--- src/rtl/tile_stream_sf_buffer.sv ---
// NCH-lane AXI-stream tile front end: per-lane DEPTH-word FIFO with cut-through or
// store-and-forward release, gated by a sticky arm. Define TILE_STREAM_FRAME_CNT_EN for per-lane frame counters.
module tile_stream_sf_buffer #(
    parameter int NCH   = 4,
    parameter int BW    = 32,
    parameter int BWB   = BW / 8,
    parameter int DEPTH = 16,
    parameter int CNT_W = 16
) (
    input  logic                 clk_line,
    input  logic                 clk_line_rst_low,
    input  logic                 plain_start_of_processing,
    input  logic [NCH-1:0]       mode_sf,
    input  logic [NCH-1:0]       stream_in_TVALID,
    input  logic [NCH*BW-1:0]    stream_in_TDATA,
    input  logic [NCH*BWB-1:0]   stream_in_TKEEP,
    input  logic [NCH-1:0]       stream_in_TLAST,
    output logic [NCH-1:0]       stream_in_TREADY,
    output logic [NCH-1:0]       stream_out_TVALID,
    output logic [NCH*BW-1:0]    stream_out_TDATA,
    output logic [NCH*BWB-1:0]   stream_out_TKEEP,
    output logic [NCH-1:0]       stream_out_TLAST,
    input  logic [NCH-1:0]       stream_out_TREADY,
    output logic                 armed,
    output logic [NCH*CNT_W-1:0] frame_count
);

    localparam int AW = $clog2(DEPTH);
    localparam int OW = $clog2(DEPTH + 1);

    typedef struct packed {
        logic [BW-1:0]  data;
        logic [BWB-1:0] keep;
        logic           last;
    } word_t;

    logic armed_q;

    // NOTE: sequential state uses non-blocking assignments so every flop samples pre-edge values.
    always_ff @(posedge clk_line or negedge clk_line_rst_low) begin
        if (!clk_line_rst_low) armed_q <= 1'b0;
        else if (plain_start_of_processing) armed_q <= 1'b1;
    end

    assign armed = armed_q;

    for (genvar i = 0; i < NCH; i++) begin : g_lane
        word_t          mem [DEPTH];
        word_t          head;
        logic [AW-1:0]  wr_ptr, rd_ptr;
        logic [OW-1:0]  occ, pending;
        logic           flush, offered;
        logic           full, empty, push, pop, push_last, pop_last, tvalid;

        assign full  = (occ == OW'(DEPTH));
        assign empty = (occ == '0);
        assign head  = mem[rd_ptr];

        // Ready is held low while reset is asserted; occupancy alone would read empty.
        assign stream_in_TREADY[i] = clk_line_rst_low & ~full;
        assign push      = stream_in_TVALID[i] & stream_in_TREADY[i];
        assign push_last = push & stream_in_TLAST[i];

        // Once offered, a word stays valid even if mode_sf flips to store-and-forward.
        assign tvalid    = armed_q & ~empty & (offered | ~mode_sf[i] | (pending != '0) | flush);
        assign pop       = tvalid & stream_out_TREADY[i];
        assign pop_last  = pop & head.last;

        // NOTE: storage has no reset; occupancy and pointers define what is valid.
        always_ff @(posedge clk_line) begin
            if (push) mem[wr_ptr] <= '{data: stream_in_TDATA[i*BW +: BW],
                                       keep: stream_in_TKEEP[i*BWB +: BWB],
                                       last: stream_in_TLAST[i]};
        end

        always_ff @(posedge clk_line or negedge clk_line_rst_low) begin
            if (!clk_line_rst_low) begin
                wr_ptr  <= '0;
                rd_ptr  <= '0;
                occ     <= '0;
                pending <= '0;
                flush   <= 1'b0;
                offered <= 1'b0;
            end else begin
                if (push) wr_ptr <= wr_ptr + AW'(1);
                if (pop)  rd_ptr <= rd_ptr + AW'(1);
                case ({push, pop})
                    2'b10:   occ <= occ + OW'(1);
                    2'b01:   occ <= occ - OW'(1);
                    default: occ <= occ;
                endcase
                case ({push_last, pop_last})
                    2'b10:   pending <= pending + OW'(1);
                    2'b01:   pending <= pending - OW'(1);
                    default: pending <= pending;
                endcase
                // A frame larger than the FIFO can never complete, so release it early.
                if (pop_last) flush <= 1'b0;
                else if (full && mode_sf[i] && pending == '0) flush <= 1'b1;
                offered <= tvalid & ~pop;
            end
        end

        assign stream_out_TVALID[i]          = tvalid;
        assign stream_out_TDATA[i*BW +: BW]  = head.data;
        assign stream_out_TKEEP[i*BWB +: BWB] = head.keep;
        assign stream_out_TLAST[i]           = head.last;

`ifdef TILE_STREAM_FRAME_CNT_EN
        logic [CNT_W-1:0] fcnt;

        always_ff @(posedge clk_line or negedge clk_line_rst_low) begin
            if (!clk_line_rst_low) fcnt <= '0;
            else if (pop_last) fcnt <= fcnt + CNT_W'(1);
        end

        assign frame_count[i*CNT_W +: CNT_W] = fcnt;
`else
        assign frame_count[i*CNT_W +: CNT_W] = '0;
`endif
    end

endmodule
--- config.mk ---
export PLATFORM = sky130hd
export DESIGN_NAME = tile_stream_sf_buffer
export DESIGN_NICKNAME = d
export VERILOG_FILES = /design/src/rtl/tile_stream_sf_buffer.sv
export SDC_FILE = /design/constraint.sdc
export NUM_CORES = 2
export LEC_CHECK = 0
export CAP_MARGIN = 20
export CORE_MARGIN = 2
export CORE_UTILIZATION = 45
export DETAILED_ROUTE_END_ITERATION = 7
export GPL_TIMING_DRIVEN = 0
export PLACE_DENSITY = 0.72
export SLEW_MARGIN = 0
export SYNTH_ARGS = -nofsm -noshare
export SYNTH_HDL_FRONTEND = slang
export SYNTH_SLANG_ARGS = --single-unit
export TNS_END_PERCENT = 10
--- constraint.sdc ---
create_clock -name clk_line -period 4.25 [get_ports clk_line]
set_clock_uncertainty 0.05 [all_clocks]
set_input_delay 1.0625 -clock clk_line [delete_from_list [all_inputs] [get_ports clk_line]]
set_output_delay 1.0625 -clock clk_line [all_outputs]
set_load 0.01 [all_outputs]
# --- Yosys cells after proc, flatten, opt, wreduce, memory -nomap -nowiden ---
# Memory sizes are Yosys's and may differ from the RTL's.
# Cells that the tools add are included.
classes:
  reduce_logical: 32
  addsub: 24
  eq_ne: 20
  mux: 24
  bitwise_logic: 60
ops:
  columns: ["cell", "count"]
  rows:
  - ["$pmux 5 s2", 8]
  - ["$add 5x1->5 const B", 8]
  - ["$logic_not 5->1", 8]
  - ["$sub 5x1->5 const B", 8]
  - ["$add 4x1->4 const B", 8]
  - ["$and 1x1->1", 32]
  - ["$reduce_bool 2->1", 12]
  - ["$eq 5x5->1 const B", 4]
  - ["$reduce_bool 5->1", 4]
  - ["$eq 2x1->1 const B", 8]
  - ["$eq 2x2->1 const B", 8]
  - ["$mux 1", 16]
  - ["$not 1->1", 16]
  - ["$or 1x1->1", 12]
  - ["$logic_and 1x1->1", 8]
word_totals:
  wordCells: 189
  ff_bits: 81
  mem_count: 4
  ramBits: 2368
memory_table:
  columns: ["name", "words", "word_bits", "rd", "rd_clocked_by_memory_dff", "wr", "line_no", "text"]
  rows:
  - ["g_lane[0].mem", 16, 37, 1, 0, 1, "48", "word_t mem [DEPTH];"]
  - ["g_lane[1].mem", 16, 37, 1, 0, 1, "48", null]
  - ["g_lane[2].mem", 16, 37, 1, 0, 1, "48", null]
  - ["g_lane[3].mem", 16, 37, 1, 0, 1, "48", null]

# --- Depth between registers and ports, before layout ---
depth:
  word_depth: 9
  depth_mapped: 13

# --- Least setup slack after synthesis ---
# Ideal clock, no wire load.
synth_timing:
  path_type: "input to register"
  from: "in stream_in_TVALID[2]"
  to: "mem g_lane[2].mem[3][0] (netlist bit) (enable)"
  required_time_ns: 3.723
  t_arrival_ns: 4.236
  setup_slack_ns: -0.513
  stages: 4
  cell_sequence: "and3_1 clkbuf_1 nand2_1 nor3_1"
synth_between:
  elab_chain_len: 3
synth_lines:
  columns: ["item", "line_no", "text"]
  rows:
  - ["start, declared", "14", "input logic [NCH-1:0] stream_in_TVALID,"]
  - ["$and 1x1->1", "61", "assign push = stream_in_TVALID[i] & stream_in_TREADY[i];"]
  - ["$mux 1", "71", "if (push) mem[wr_ptr] <= '{data: stream_in_TDATA[i*BW +: BW],"]
  - ["$mux 1 (not written as such)", "71", null]
  - ["end, declared", "48", null]
# Every way passes these cells.

# --- Worst setup path after layout ---
layout_timing:
  from: "reg g_lane[2].rd_ptr[0]"
  to: "out stream_out_TDATA[76]"
layout_between:
  elab_chain_len: 1
layout_lines:
  columns: ["item", "line_no", "text"]
  rows:
  - ["start, declared", "50", "logic [AW-1:0] wr_ptr, rd_ptr;"]
  - ["start signal, assigned", "86", "if (pop) rd_ptr <= rd_ptr + AW'(1);"]
  - ["$mem_v2 16x37", null, null]
  - ["end, declared", "20", "output logic [NCH*BW-1:0] stream_out_TDATA,"]
# Every way passes these cells.

==> out/metrics.csv <==
metric;value;unit
synth_area;0.09438;sq mm
die_area;0.2134;sq mm
cp.required;3.14;ns
clkTransAtPathRegs;0.06;ns
hpwl;135100;um
endpoint;stream_out_TDATA[76];
routed_via_density;5.743;
reg2reg_to;g_lane[0].pending[4];
syn_area_per_cell;24.34;sq um
die_h;462.0;um
postRouteAntennaNets;0;
ys_seq_area_share;77.49;%
wl_per_cell;28.62;um
run_status;complete, but fails checks;
synth_commonest_cells;edfxtp_1 (2368), mux4_2 (731), buf_4 (108);
gp_congestion;0.7322;
crit_fanout;10;
drcViolationCount;0;
grt_pass1_vias;45030;
die_w;462.0;um
violations;negative setup slack;
post-route-worst-setup-slack;-0.1122;ns
design_power_total;0.07346;W
initialDrtViolationCount;4794;
syn_inst;3877;
cp-end-kind;output pin;
synth_top_flop_cell;edfxtp_1;
min_period_over_period;102.6;%
finish.utilization;53.93;%
reg2regPathDepth;11;
relSlewSlack;25.99;%
num_io_pins;384;
drive_above_1_share;32.43;%
wl;218800;um
synth_top_cell_by_area;edfxtp_1;
cts.htree.levels;4;
yosysWarningCount;0;
rr_startpoint;armed;
root_buffer;clkbuf_16;
critical_path_class;flip-flop to output pin;
async_flop_share;3.307;%
clkLatencyLatePin;0.88;ns
vias;43900;
grt_antenna_before_repair;28;
hold_slack;0.1789;ns
row_count;168;
startpoint_type;flip-flop;
cts_tree;yes;
leakagePower;36.48;nW
cts_buffer_depth;3;
setup-tns-final;-0.8675;ns
rsz0062_at_grt;true;
grt_max_degree;75;
critPathLaunch;g_lane[2].rd_ptr[0];
firstDrtPassIters;6;
synth_edf_count;2368;
numCtsBuffers;235;
power_density;651.9;mW/mm^2
worst_hold_path_type;primary input to async pin;
area_growth;19.39;%
fin_nets;4852;
fmax;229.2;MHz
grt_pass1_wl;313100;um
grt_util_all_layers;20.38;%
setup_viol;15;
max-vdd-ir-drop;0.4810;mV
globalRouteOverflowTotal;0;
synth_top_area_share;75.34;%
report.final.hold_viol_count;0;
core_region_area;0.2089;sq mm
regToRegSetupSlack;0.61;ns
ys_types;50;
crit_arrival;3.25;ns
drv_cap;0;
ys_ff_latch;2449;
synth_most_common_cell;edfxtp_1;
worstMarginPinSlew;1.104;ns
port-buffer-count;319;
cts_sinks;2449;
layout_min_cycle_time;4.362;ns
final_area;0.1127;sq mm
initial_core_util;45.17;%
yosys-top-cells-area;edfxtp_1 (75%), mux4_2 (17%), dfrtp_1 (2.1%);
finalMaxSlewViolations;0;
dpl-instance-area;0.1038;sq mm
==> worst max-delay path: stages (launching register included) <==
cell	delay, ns
dfrtp_2	0.48
buf_8	0.20
buf_12	0.17
mux4_2	0.52
mux4_2	0.49
clkdlybuf4s50_1	0.50
==> cell type report <==
type                    instances  area (sq um)
flip-flops and latches       2449         73140
clock inverters               140          1484
clock buffers                 297          6247
multi-input cells            1199         20140
plain buffers                 250          2654
repair buffers                456          5331
inverters                      38         142.6
diodes                         10         25.02
fillers                     15330         96260
well taps                    2805          3510
==> worst min path at each step <==
stage,end,cells past startpoint
3_5_place_dp,g_lane[1].pending[4],1
6_report,g_lane[2].rd_ptr[1],2
5_1_grt,g_lane[2].rd_ptr[2],2
2_1_floorplan,g_lane[0].pending[4],1
4_1_cts,g_lane[2].rd_ptr[1],2
3_3_place_gp,g_lane[1].pending[4],1
==> routing by layer <==
metal	wire, um	track usage [%]	vias up
li1	-	-	17950
met2	109600	33.64	1960
met3	17350	4.108	360
met1	86430	27.78	23600
met4	5237	5.566	36
met5	226	0	-
==> placed cells by master, fill, tap and decap left out, types with 10 or more instances in the layout <==
cell | Yosys | routed
nor2_4 | 0 | 36
buf_8 | 0 | 16
a21o_1 | 10 | 10
edfxtp_1 | 2368 | 2368
ha_1 | 52 | 52
o21ai_1 | 14 | 14
o21ai_0 | 19 | 19
buf_12 | 0 | 100
diode_2 | 0 | 10
conb_1 | 1 | 64
xor2_1 | 28 | 28
clkbuf_1 | 88 | 68
buf_6 | 24 | 51
dlymetal6s2s_1 | 0 | 18
inv_1 | 32 | 32
clkdlybuf4s50_1 | 0 | 184
and3_1 | 11 | 11
mux4_2 | 731 | 731
xnor2_1 | 30 | 30
clkinv_1 | 0 | 46
dlygate4sd2_1 | 0 | 72
clkinv_2 | 0 | 44
buf_16 | 0 | 24
a21oi_1 | 18 | 18
clkbuf_2 | 0 | 44
nor3_2 | 2 | 11
bufinv_16 | 0 | 24
and2_2 | 0 | 16
buf_4 | 108 | 114
dfrtp_1 | 81 | 76
clkbuf_4 | 0 | 15
nand2_1 | 51 | 51
clkbuf_8 | 0 | 35
nor2_1 | 46 | 10
clkbuf_16 | 0 | 238
==> state kept, by name, indices dropped and copies added (netlist names) <==
| register | cells |
|---|---|
| g_lane.mem | 2368 |
| g_lane.pending | 20 |
| g_lane.offered | 4 |
| g_lane.wr_ptr | 16 |
| g_lane.occ | 20 |
| g_lane.flush | 4 |
| g_lane.rd_ptr | 16 |
| armed | 1 |
==> report_power, final <==
group / internal [W] / switching, W / leakage (nW) / total, W
Sequential: 0.0280 / 0.000623 / 22.3 / 0.0287
Combinational: 0.0120 / 0.0119 / 10.4 / 0.0239
Clock: 0.0119 / 0.00900 / 3.77 / 0.0209
Total: 0.0519 / 0.0215 / 36.5 / 0.0735
==> through the flow <==
stage,std cells,worst slack (ns)
after floorplan,3940,-0.4744
after global placement,7064,-8.860
after detailed placement,7183,-0.4107
after CTS,7631,-0.2016
after global routing,7637,-0.2080
final,7644,-0.1122
==> cells by family after synthesis <==
group,count (synthesis),share of synthesized area [%]
AOI/OAI and AO/OA,69,0.4348
xor gates and xnor gates,58,0.5383
adders and majority gates,60,0.8591
buffers and inverters,292,1.808
DFF,2449,77.49
muxes,747,17.78
other,1,0.003973
and+or+nand+nor,201,1.087
==> timing repair <==
item	4_1_cts	5_1_grt
pin swaps	0	0
hold buffers	1	0
buffers inserted	11	3
resized for setup	504	91
setup endpoints to repair	147	120
hold endpoints to repair	12	0
cloned	3	0
(Power assumes the default switching activity.)
